## src/rtl/inst_fetch.sv

```systemverilog
// inst_fetch: instruction fetch stage between the PC and the IF/ID register.
// Issues one request per PC value, holds the PC while the memory is slow,
// discards responses made stale by a flush and parks a returned word in a
// hold buffer while decode is stalled.
// Optional feature: define FETCH_PERF_CNT_EN to add the 16-bit saturating
// bubble counter output O_bubble_cnt.
module inst_fetch #(
    parameter int INST_W = 32,
    parameter int ADDR_W = 8
) (
    input  logic              clk,
    input  logic              rst_n,
    input  logic [ADDR_W-1:0] I_inst_addr,
    output logic              O_stall_pc,
    input  logic              I_flush,
    input  logic              I_stall_id,
    output logic              O_imem_req,
    output logic [ADDR_W-1:0] O_imem_addr,
    input  logic              I_imem_ack,
    input  logic [INST_W-1:0] I_imem_rdata,
    output logic [INST_W-1:0] O_inst,
    output logic [ADDR_W-1:0] O_inst_pc,
    output logic              O_inst_valid
`ifdef FETCH_PERF_CNT_EN
    ,
    output logic [15:0]       O_bubble_cnt
`endif
);

    typedef enum logic [1:0] {
        IDLE  = 2'd0,
        REQ   = 2'd1,
        DRAIN = 2'd2,
        HOLD  = 2'd3
    } state_t;

    state_t            state_q, state_d;
    logic [ADDR_W-1:0] addr_q, addr_d;
    logic [INST_W-1:0] hold_inst_q, hold_inst_d;
    logic [ADDR_W-1:0] hold_pc_q, hold_pc_d;
    logic [INST_W-1:0] inst_q, inst_d;
    logic [ADDR_W-1:0] inst_pc_q, inst_pc_d;
    logic              inst_valid_q, inst_valid_d;

    // IF/ID load request produced by the FSM for this cycle
    logic              load;
    logic [INST_W-1:0] load_inst;
    logic [ADDR_W-1:0] load_pc;

    // Next-state, memory request, PC stall and hold-buffer capture
    always_comb begin
        state_d     = state_q;
        addr_d      = addr_q;
        hold_inst_d = hold_inst_q;
        hold_pc_d   = hold_pc_q;
        O_imem_req  = 1'b0;
        O_imem_addr = addr_q;
        O_stall_pc  = 1'b1;
        load        = 1'b0;
        load_inst   = hold_inst_q;
        load_pc     = hold_pc_q;

        case (state_q)
            IDLE: begin
                state_d = REQ;
            end
            REQ: begin
                O_imem_req  = 1'b1;
                O_imem_addr = I_inst_addr;
                addr_d      = I_inst_addr;
                if (I_flush) begin
                    // PC takes the target; an unanswered request must drain
                    O_stall_pc = 1'b0;
                    if (!I_imem_ack) begin
                        state_d = DRAIN;
                    end
                end else if (I_imem_ack) begin
                    if (I_stall_id) begin
                        hold_inst_d = I_imem_rdata;
                        hold_pc_d   = I_inst_addr;
                        state_d     = HOLD;
                    end else begin
                        load       = 1'b1;
                        load_inst  = I_imem_rdata;
                        load_pc    = I_inst_addr;
                        O_stall_pc = 1'b0;
                    end
                end
            end
            DRAIN: begin
                // Keep the stale request alive at its original address
                O_imem_req = 1'b1;
                O_stall_pc = !I_flush;
                if (I_imem_ack) begin
                    state_d = REQ;
                end
            end
            HOLD: begin
                if (I_flush) begin
                    O_stall_pc = 1'b0;
                    state_d    = REQ;
                end else if (!I_stall_id) begin
                    load       = 1'b1;
                    O_stall_pc = 1'b0;
                    state_d    = REQ;
                end
            end
            default: begin
                state_d = IDLE;
            end
        endcase

        if (I_flush) begin
            hold_inst_d = '0;
            hold_pc_d   = '0;
        end
    end

    // IF/ID register update: flush beats stall, stall beats load, else bubble
    always_comb begin
        inst_d       = inst_q;
        inst_pc_d    = inst_pc_q;
        inst_valid_d = inst_valid_q;
        if (I_flush) begin
            inst_valid_d = 1'b0;
        end else if (I_stall_id) begin
            inst_valid_d = inst_valid_q;
        end else if (load) begin
            inst_d       = load_inst;
            inst_pc_d    = load_pc;
            inst_valid_d = 1'b1;
        end else begin
            inst_valid_d = 1'b0;
        end
    end

    // State, address and IF/ID registers with asynchronous reset
    always_ff @(posedge clk or negedge rst_n) begin
        if (!rst_n) begin
            state_q      <= IDLE;
            addr_q       <= '0;
            hold_inst_q  <= '0;
            hold_pc_q    <= '0;
            inst_q       <= '0;
            inst_pc_q    <= '0;
            inst_valid_q <= 1'b0;
        end else begin
            state_q      <= state_d;
            addr_q       <= addr_d;
            hold_inst_q  <= hold_inst_d;
            hold_pc_q    <= hold_pc_d;
            inst_q       <= inst_d;
            inst_pc_q    <= inst_pc_d;
            inst_valid_q <= inst_valid_d;
        end
    end

    assign O_inst       = inst_q;
    assign O_inst_pc    = inst_pc_q;
    assign O_inst_valid = inst_valid_q;

`ifdef FETCH_PERF_CNT_EN
    logic        bubble;
    logic [15:0] bubble_cnt_q, bubble_cnt_d;

    // Saturating count of bubble cycles inserted into IF/ID
    always_comb begin
        bubble       = !I_flush && !I_stall_id && !load;
        bubble_cnt_d = bubble_cnt_q;
        if (bubble && (bubble_cnt_q != '1)) begin
            bubble_cnt_d = bubble_cnt_q + 16'd1;
        end
    end

    // Bubble counter register
    always_ff @(posedge clk or negedge rst_n) begin
        if (!rst_n) begin
            bubble_cnt_q <= '0;
        end else begin
            bubble_cnt_q <= bubble_cnt_d;
        end
    end

    assign O_bubble_cnt = bubble_cnt_q;
`endif

endmodule

```

## config.mk

```make
export PLATFORM = sky130hd
export DESIGN_NAME = inst_fetch
export DESIGN_NICKNAME = d
export VERILOG_FILES = /design/src/rtl/inst_fetch.sv
export SDC_FILE = /design/constraint.sdc
export NUM_CORES = 1
export LEC_CHECK = 0
export CAP_MARGIN = 20
export CORE_ASPECT_RATIO = 0.7
export CORE_MARGIN = 5
export CORE_UTILIZATION = 39
export CTS_CLUSTER_SIZE = 16
export DETAILED_ROUTE_END_ITERATION = 12
export GPL_TIMING_DRIVEN = 1
export HOLD_SLACK_MARGIN = 0.15
export PLACE_DENSITY = 0.69
export SYNTH_ARGS = -nofsm -noshare
export SYNTH_HDL_FRONTEND = slang
export SYNTH_SLANG_ARGS = --single-unit
```

## constraint.sdc

```tcl
create_clock -name clk -period 2.5 [get_ports clk]
set_input_delay 0.625 -clock clk [delete_from_list [all_inputs] [get_ports clk]]
set_output_delay 0.625 -clock clk [all_outputs]
set_load 0.02 [all_outputs]
```

After elaboration in Yosys (flattened, before gate mapping) --
Cells that the tools add are included.
Word-level totals: register bits 91, input bits 45, output and inout bits 51, word-level logic and storage cells 62
Operators by class: equal/unequal tests 9, multiplexer cells 35, bitwise gates (word level) 2, reductions and logical operators 9
Operators with widths (number):
- 32-bit two-way mux | 6
- 8-bit two-way mux | 7
- 2-bit two-way mux | 7
- 1-bit two-way mux | 12
- 3-bit inequality test, second input constant | 4
- 2-bit case mux with 4 select lines | 1
- 3-bit AND reduction | 2
- 2-bit nonzero test | 3
- 5-bit AND reduction | 1
- 2-bit == test, second input constant | 2
- 2-bit inequality test, second input constant | 2
- 1-bit case mux with 3 select lines | 1
- 2-bit by 1-bit == test with 1-bit output, second input constant | 1
- 2-bit zero test | 1
- 1-bit inverter | 2
- 1-bit case mux with 2 select lines | 1
- 2-bit OR reduction | 1
- 1-bit zero test | 1

Logic depth before layout (Yosys ltp) --
Gate-level depths: netlist of run 1.
depth in word-level cells 7, depth in mapped cells 7, gate-level depth less buffers 6

Least setup slack after synthesis of run 1 --
No wires, ideal clock.
path kind flip-flop to output port, from reg state_q[1], to out O_stall_pc, arrival time 1.556 ns, path slack 0.319 ns, stages on the path, launching flop included 8, path through dfrtp_1 -> inv_1 -> ha_1 -> buf_1 -> a21oi_1 -> a21oi_1 -> nor2_1 -> o21bai_1
On the way: word-level cells in the longest chain between the ends 2, elaborated cells on any way between the ends 4
Ends and longest elaborated chain:
- start, declared | RTL line 37 | state_t state_q, state_d;
- start signal, assigned | RTL line 148 | state_q <= state_d;
- 2-bit == test or 2-bit by 1-bit == test with 1-bit output (tied branches) | RTL line 63 | case (state_q)
- 1-bit case mux with 3 select lines (*) | RTL line 63
- end, declared | RTL line 14 | output logic O_stall_pc,
Every way passes the cells marked *; elsewhere a longest branch is shown, timed or not.

Worst setup path after layout of run 1 --
from reg state_q[1], to out O_imem_addr[6]
On the way: word-level cells in the longest chain between the ends 2
Ends and longest elaborated chain:
- 2-bit by 1-bit == test with 1-bit output | RTL line 63
- 8-bit two-way mux
- end, declared | RTL line 18 | output logic [ADDR_W-1:0] O_imem_addr,
Every way passes these cells.

==> metrics.yaml, run 1 <==
layout:
  utilization: 0.5593
  multi_input_area_sq_mm: 0.001560
  seqCellArea_sq_mm: 0.002277
  post_layout_nonfiller_instances: 632
  finalInstanceArea_sq_mm: 0.005479
  drive_above_1_share: 0.1290
  n_fill_cell: 885
  layout.nets: 549
  syn_to_final_growth_pct: 38.23
  diodes: 0
floorplanning:
  die_h_microns: 94.35
  dieArea_sq_mm: 0.01231
  core-area_sq_mm: 0.009797
  initial_core_util: 0.4046
  rows: 30
  io_pins: 96
  fp.dieW_microns: 130.5
timing:
  worstMarginPinSlew_ns: 0.6264
  hold_viol: 0
  fmax_mhz: 413.8
  finalSetupViolCount: 0
  setup_ws_ns: 0.08327
  fin_crit_sh: 0.9667
  max_slew_margin: 0.5824
  slew_violations: 0
  grt_setup_unrepaired: "false"
  fin_crit_ns: 2.417
  fin_tns_setup_ns: 0
  clock-skew-final_ns: 0.004790
setup_path:
  cp-end-kind: "output pin"
  critical_path_class: "reg2out"
  crit_fanout: 6
  critPathRequiredTime_ns: 1.88
  r2r_end: "state_q[1]"
  startpoint_type: "flop"
  critPathCapture: "O_imem_addr[6]"
  crit_start: "state_q[1]"
  timing.rr.start: "state_q[1]"
  worstPathArrival_ns: 1.79
  r2r_setup_slack_ns: 0.74
  r2r_cells: 7
global_route:
  grt_pass1_vias: 3214
  grt_pass1_wl_mm: 16.00
  grt_max_degree: 47
  grt_antenna_before_repair: 0
  grt-ovfl-total: 0
  grt_usage: 0.1649
yosys:
  synth_top_area_frac: 0.5745
  netlist_instances: 398
  syn_avg_cell_area_sq_um: 9.959
  synth_ff_type: "dfrtp_1"
  yosysSeqAreaShare: 0.5745
  async_reset_ff_frac: 1.000
  synth_commonest_cells: "dfrtp_1 (91), a21oi_1 (84), nand2_1 (82), nor2_1 (42), mux2i_1 (40)"
  syn_area_sq_mm: 0.003964
  synth.distinct_cells: 22
  synth_xor_area_frac: 0
  synth-simple-area-share: 0.1269
  synth_compound_area_frac: 0.1199
  synth_warnings: 0
  synth_fa_ha_area_frac: 0.01578
  syn_nets: 448
  yosys.area.top_type: "dfrtp_1"
  synth_area_leaders: "dfrtp_1 (57%), a21oi_1 (11%), mux2i_1 (10%)"
  synth_most_common_cell: "dfrtp_1"
  synth_edf_count: 0
  ys_ff_latch: 91
  synth_top_family_by_area: "simple AND/OR/NAND/NOR gates"
  synth_mux_area_frac: 0.1266
routing:
  drc_errors: 0
  vias: 3094
  drt-total-wl_mm: 9.599
  antenna_left: 0
  first_pass_iters: 4
  drt-wirelength-per-cell_microns: 15.19
  viasPerCell: 4.896
  drtIter0Drc: 170
placed_design:
  dp_slack_ns: -0.3035
  placed_cells: 615
  place_congestion: 0.7339
  io_buffer_count: 95
  dpl.hpwl_mm: 6.568
  post_dp_cell_area_sq_mm: 0.005169
hold_path:
  holdCritPathClass: "in2async"
run_status:
  outcome: "finished clean"
clocking:
  clock_tree.root_cell: "clkbuf_16"
  path_clk_slew_ns: 0.06
  clock_latency_ns: 0.33
  clock-sinks: 91
  cts_made_buffers: 9
  cts_tree: "yes"
  cts_buffer_depth: 2
  cts_max_level: 3
power_and_ir_drop:
  powerDensity_mw_per_mm2: 1181
  ir_worst_vdd_v: 0.0006661
  p_leak_nw: 2.496
run:
  maxCapViolCount: 0
==> metrics by stage <==
step | hold slack (ns) | power (mW)
6_report | 0.3018 | 6.471
5_1_grt | 0.3525 | 6.911
4_1_cts | 0.3212 | 6.554
3_5_place_dp | 0.4868 | 5.215
3_3_place_gp | 0.4811 | 5.140
2_1_floorplan | 0.3294 | 3.836
==> power by group <==
group	internal [mW]	total [mW]	leakage [nW]	switching, mW
clock	0.797	1.34	0.145	0.540
sequential	1.96	2.20	1.15	0.249
combinational	1.39	2.93	1.20	1.54
==> layer usage <==
| layer | global-route usage | routed length, microns | up-vias |
|---|---|---|---|
| li1 | - | - | 1533 |
| met1 | 0.2184 | 4366 | 1474 |
| met2 | 0.2593 | 4420 | 83 |
| met3 | 0.06444 | 777 | 4 |
| met4 | 0.03253 | 34 | 0 |
| met5 | 0 | 0 | - |
==> critical path, cell delays in order, from the launching register on <==
cell and delay, ns:
dfrtp_1 0.40, inv_2 0.08, ha_2 0.19, buf_4 0.17, mux2_2 0.36, clkdlybuf4s15_2 0.26
==> logic make-up after synthesis <==
logic type	count (synthesis)
AO/OA/AOI/OAI	92
adder cells (fa/ha/maj)	5
buffers and inverters	32
flip-flops	91
multiplexers	49
AND/OR/NAND/NOR	129
==> layout by cell type (no fill, tap or decap), drive strengths merged <==
cell type      instances
a31oi                  1
nor3                   1
a21oi                 84
o211ai                 1
clkdlybuf4s50         84
buf                   26
clkinvlp               1
bufinv                 1
inv                    4
nand2b                 1
mux2                   9
clkbuf                11
o21ai                  2
nand3                  3
nor2                  42
a31o                   1
a22oi                  1
nand2                 82
o21bai                 1
ha                     5
mux2i                 40
dfrtp                 91
clkdlybuf4s15          8
clkinv                 3
a21o                   1
==> state kept, by name, summed over array words and instances, names as in the netlist <==
| name | cells |
|---|---|
| O_inst_valid | 1 |
| hold_pc_q | 8 |
| addr_q | 8 |
| state_q | 2 |
| O_inst_pc | 8 |
| hold_inst_q | 32 |
| O_inst | 32 |
==> worst min-delay path by stage <==
stage	startpoint	end	slack, ns	cells after the start
final	rst_n	O_inst[23]	0.30	1
after global routing	rst_n	O_inst[23]	0.35	1
after CTS	rst_n	O_inst[23]	0.32	1
after detailed placement	addr_q[4]	addr_q[4]	0.49	1
after global placement	addr_q[5]	addr_q[5]	0.48	1
after floorplan	rst_n	O_inst[0]	0.33	0
==> timing repair <==
item	in CTS	in global routing
endpoints found under the setup margin	9	9
hold buffers	0	0
setup buffers	0	1
resized for setup	28	2
==> cell type report <==
type | count | area share
inverters | 4 | 0.002740
flip-flops and latches | 91 | 0.4156
repair buffers | 118 | 0.2137
clock inverters | 5 | 0.009591
clock buffers | 11 | 0.04430
well taps | 128 | 0.02923
multi-input cells | 275 | 0.2848
(Power assumes the default switching activity.)
==> inputs of run 2 (changes only) <==
Settings changed: SKIP_CTS_REPAIR_TIMING set to 1.
==> run 2 against run 1 <==
Net effect:
- combinational power barely moved
- sequential power about the same
- global-route usage about the same
- first-iteration DRC count increased by 18%
- via count shrank 0.13%
- worst setup slack better by 0.026 ns
- cell count decreased by 0.16%
- worst hold slack worse by 0.0061 ns
- power down 0.18%
==> metrics.yaml, run 2 (synthesis results as in run 1) <==
run_status:
  outcome: "finished clean"
setup_path:
  worstPathArrival_ns: 1.77
  crit_family: "buffers and inverters"
  cpMaxStageDelayCell: "dfrtp_1"
  startpoint_type: "flop"
  critPathRequiredTime_ns: 1.88
  cp-end-kind: "output pin"
  cp_cell_sequence: "inv_2 -> ha_2 -> buf_4 -> mux2_2 -> dlymetal6s2s_1"
  crit_fanout: 6
  critical_path_buf_inv_count: 3
  critical_path_class: "reg2out"
  critPathMaxStageDelay_ns: 0.42
timing:
  setup_ws_ns: 0.1098
  fin_crit_sh: 0.9561
  hold_viol: 0
  holdWs_ns: 0.2957
  fin_crit_ns: 2.390
  max_slew_margin: 0.5816
  worstMarginPinSlew_ns: 0.6275
  grt_setup_unrepaired: "false"
  slew_violations: 0
  fmax_mhz: 418.4
  fin_tns_setup_ns: 0
  finalSetupViolCount: 0
  clock-skew-final_ns: 0.004700
layout:
  final_cell_mix: "dfrtp_1 (91), a21oi_1 (84), clkdlybuf4s50_1 (84)"
  drive_above_1_share: 0.1113
  layout.nets: 548
  layout_commonest_cell: "dfrtp_1"
  diodes: 0
  syn_to_final_growth_pct: 38.29
clocking:
  cts_buffer_depth: 2
  clock-sinks: 91
  path_clk_slew_ns: 0.06
  cts_max_level: 3
  cts_made_buffers: 9
  cts_tree: "yes"
  clock_latency_ns: 0.33
  clock_tree.root_cell: "clkbuf_16"
floorplanning:
  initial_core_util: 0.4046
  die_h_microns: 94.35
  rows: 30
  fp.dieW_microns: 130.5
  core-area_sq_mm: 0.009797
  io_pins: 96
  dieArea_sq_mm: 0.01231
power_and_ir_drop:
  ir_worst_vdd_v: 0.0006627
  powerDensity_mw_per_mm2: 1178
  p_leak_nw: 2.557
placed_design:
  dp_slack_ns: -0.3035
  io_buffer_count: 95
  dpl.hpwl_mm: 6.568
  place_congestion: 0.7339
global_route:
  grt_usage: 0.1651
  grt_pass1_vias: 3212
  grt_antenna_before_repair: 0
  grt_pass1_wl_mm: 16.03
  grt_max_degree: 47
  grt-ovfl-total: 0
routing:
  drt-total-wl_mm: 9.590
  viasPerCell: 4.897
  drtIter0Drc: 201
  drt-wirelength-per-cell_microns: 15.20
  first_pass_iters: 4
  antenna_left: 0
  drc_errors: 0
  vias: 3090
hold_path:
  holdCritPathClass: "in2async"
run:
  maxCapViolCount: 0
[run 2: cell types whose count changed in the layout (fill, tap and decap cells not counted), sizes merged]
cell	delta
clkdlybuf4s15	-8
clkbuf	+1
buf	-2
dlymetal6s2s	+8
[run 2: routing by layer]
| layer | up-vias | track usage | share of wire |
|---|---|---|---|
| li1 | 1532 | - | - |
| met1 | 1472 | 0.2199 | 0.45 |
| met2 | 80 | 0.2593 | 0.46 |
| met3 | 6 | 0.06331 | 0.083 |
| met4 | 0 | 0.03253 | 0.0044 |
| met5 | - | 0 | 0 |
[run 2: final timing paths]
check | startpoint | end | depth (start not counted) | slack, ns
max | state_q[1] | O_imem_addr[6] | 5 | 0.11
min reg2reg | addr_q[4] | addr_q[4] | 1 | 0.50
min | rst_n | O_inst[23] | 1 | 0.30
max reg2reg | state_q[1] | state_q[1] | 7 | 0.72
max in group asynchronous | rst_n | state_q[1] | 2 | 1.51
min in group clk | addr_q[4] | addr_q[4] | 1 | 0.50
[run 2: per-stage QoR]
| stage | area (sq um) | std cells | utilization | total power, mW |
|---|---|---|---|---|
| detailed placement | 5169 | 615 | 0.5276 | 5.215 |
| finish | 5482 | 631 | 0.5595 | 6.460 |
| global placement | 5169 | 615 | 0.5276 | 5.140 |
| CTS | 5464 | 631 | 0.5577 | 6.578 |
| global route | 5482 | 631 | 0.5595 | 6.902 |
| floorplan | 3964 | 398 | - | 3.836 |
[run 2: where the power goes]
part	switching (mW)	total, mW	internal, mW
registers	0.251	2.21	1.96
clock network	0.538	1.33	0.797
logic	1.53	2.92	1.39
[run 2: layout make-up]
class,instances,area (sq um)
clock buffer,11,242.7
clock inverter,5,52.55
fill,881,4315
inverter,4,15.01
multi-input combinational,275,1560
sequential,91,2277
tap,128,160.2
timing repair buffer,117,1174
==> inputs of run 3 (changes only) <==
Settings changed: CORE_ASPECT_RATIO 0.7 to 1.25, CTS_BUF_LIST set to sky130_fd_sc_hd__clkbuf_8 sky130_fd_sc_hd__clkbuf_16.
==> run 3 against run 2 <==
Net effect:
- first-iteration DRC count is 36% lower
- largest power group unchanged
- final area is 1.2% higher
- clock-buffer cell count stayed put
- clock power is 11% higher
- global-route usage is 0.50 points lower
==> metrics.yaml, run 3 (synthesis results as in run 1) <==
run_status:
  outcome: "finished clean"
global_route:
  grt-ovfl-total: 0
  grt_pass1_vias: 3161
  grt_pass1_wl_mm: 15.56
  grt_max_degree: 92
  grt_usage: 0.1601
  grt_antenna_before_repair: 1
layout:
  drive_above_1_share: 0.1038
  utilization: 0.5545
  syn_to_final_growth_pct: 39.93
  seqCellArea_sq_mm: 0.002277
  multi_input_area_sq_mm: 0.001570
  final_cell_mix: "dfrtp_1 (91), a21oi_1 (84), clkdlybuf4s50_1 (84)"
  n_fill_cell: 902
  layout.nets: 546
  layout_commonest_cell: "dfrtp_1"
timing:
  slew_violations: 0
  max_slew_margin: 0.6550
  fmax_mhz: 415.9
  grt_setup_unrepaired: "false"
  clock-skew-final_ns: 0.007516
  hold_viol: 0
  fin_crit_ns: 2.405
  worstMarginPinSlew_ns: 0.5176
  fin_crit_sh: 0.9619
  setup_ws_ns: 0.09529
  finalSetupViolCount: 0
floorplanning:
  core-area_sq_mm: 0.01000
  rows: 41
  dieArea_sq_mm: 0.01229
  io_pins: 96
  fp.dieW_microns: 100.2
  die_h_microns: 122.7
  initial_core_util: 0.3962
setup_path:
  critical_path_class: "reg2out"
  cp-end-kind: "output pin"
  r2r_cells: 7
  cpMaxStageDelayCell: "clkdlybuf4s50_1"
  worstPathArrival_ns: 1.78
  crit_fanout: 5
  cp_cell_sequence: "inv_1 -> ha_1 -> clkdlybuf4s50_1"
  critPathMaxStageDelay_ns: 0.60
  critPathRequiredTime_ns: 1.88
  startpoint_type: "flop"
routing:
  viasPerCell: 4.892
  drtIter0Drc: 128
  drt-total-wl_mm: 9.341
  first_pass_iters: 4
  drc_errors: 0
  drt-wirelength-per-cell_microns: 14.80
  vias: 3087
  antenna_left: 0
clocking:
  path_clk_slew_ns: 0.06
  cts_made_buffers: 9
  clock_latency_ns: 0.34
  cts_buffer_depth: 2
  clock_tree.root_cell: "clkbuf_16"
  cts_tree: "yes"
  cts_max_level: 3
  clock-sinks: 91
power_and_ir_drop:
  p_leak_nw: 2.591
  ir_worst_vdd_v: 0.0006986
  powerDensity_mw_per_mm2: 1197
hold_path:
  holdCritPathClass: "in2async"
placed_design:
  place_congestion: 0.7910
  dp_slack_ns: -0.2707
  io_buffer_count: 95
  dpl.hpwl_mm: 6.096
run:
  maxCapViolCount: 0
## run 3: cell count changes in the layout (fill, tap and decap cells not counted), sizes merged
cell,previous run,this run
bufinv,1,2
clkbuf,12,11
buf,24,22
clkinv,3,1
inv,4,5
dlymetal6s2s,8,9
diode,0,1
## run 3: power breakdown
part           total (mW)  internal, mW  switching (mW)
sequential           2.20          1.96           0.248
clock                1.47         0.925           0.547
combinational        2.96          1.43            1.53
total                6.64          4.31            2.33
## run 3: worst max-delay path, delay by kind of cell, from the launching register on
family / cells / cell delay [ns]
buffers and inverters: 2 / 0.71
DFF: 1 / 0.45
adders and majority gates: 1 / 0.29
## run 3: stage by stage
stage	hold WS, ns	area, sq um	setup TNS, ns	instances	total power [mW]
finish	0.3102	5547	0	631	6.637
global placement	0.4815	5180	-0.2764	614	5.164
CTS	0.3522	5509	-2.766	630	6.749
global route	0.3450	5547	0	631	7.084
detailed placement	0.4840	5180	-0.3661	614	5.240
floorplan	0.3294	3964	0	398	3.836
## run 3: per-layer routing
metal  global-route usage  part of all wire  vias up
li1                     -                 -     1527
met1               0.2036              0.42     1479
met2               0.2558              0.50       70
met3              0.04662             0.060       11
met4              0.06487             0.016        0
met5                    0                 0        -
## run 3: layout make-up
type                       count  share of cell area
clock buffer                  11             0.04557
tap                          129             0.02910
multi-input combinational    275              0.2831
inverter                       4            0.002707
antenna                        1           0.0004512
timing repair buffer         115              0.2148
sequential                    91              0.4106
clock inverter                 5             0.01376
## run 3: worst paths after layout
check                                        to  startpoint  slack [ns]
max in group asynchronous       hold_inst_q[18]       rst_n        1.78
worst max-delay path                 O_imem_req  state_q[0]         0.1
min in group clk                      addr_q[6]   addr_q[6]        0.49
worst max register to register     O_inst_pc[3]  state_q[1]        0.71
worst min-delay path                  addr_q[3]       rst_n        0.31
worst min register to register        addr_q[6]   addr_q[6]        0.49
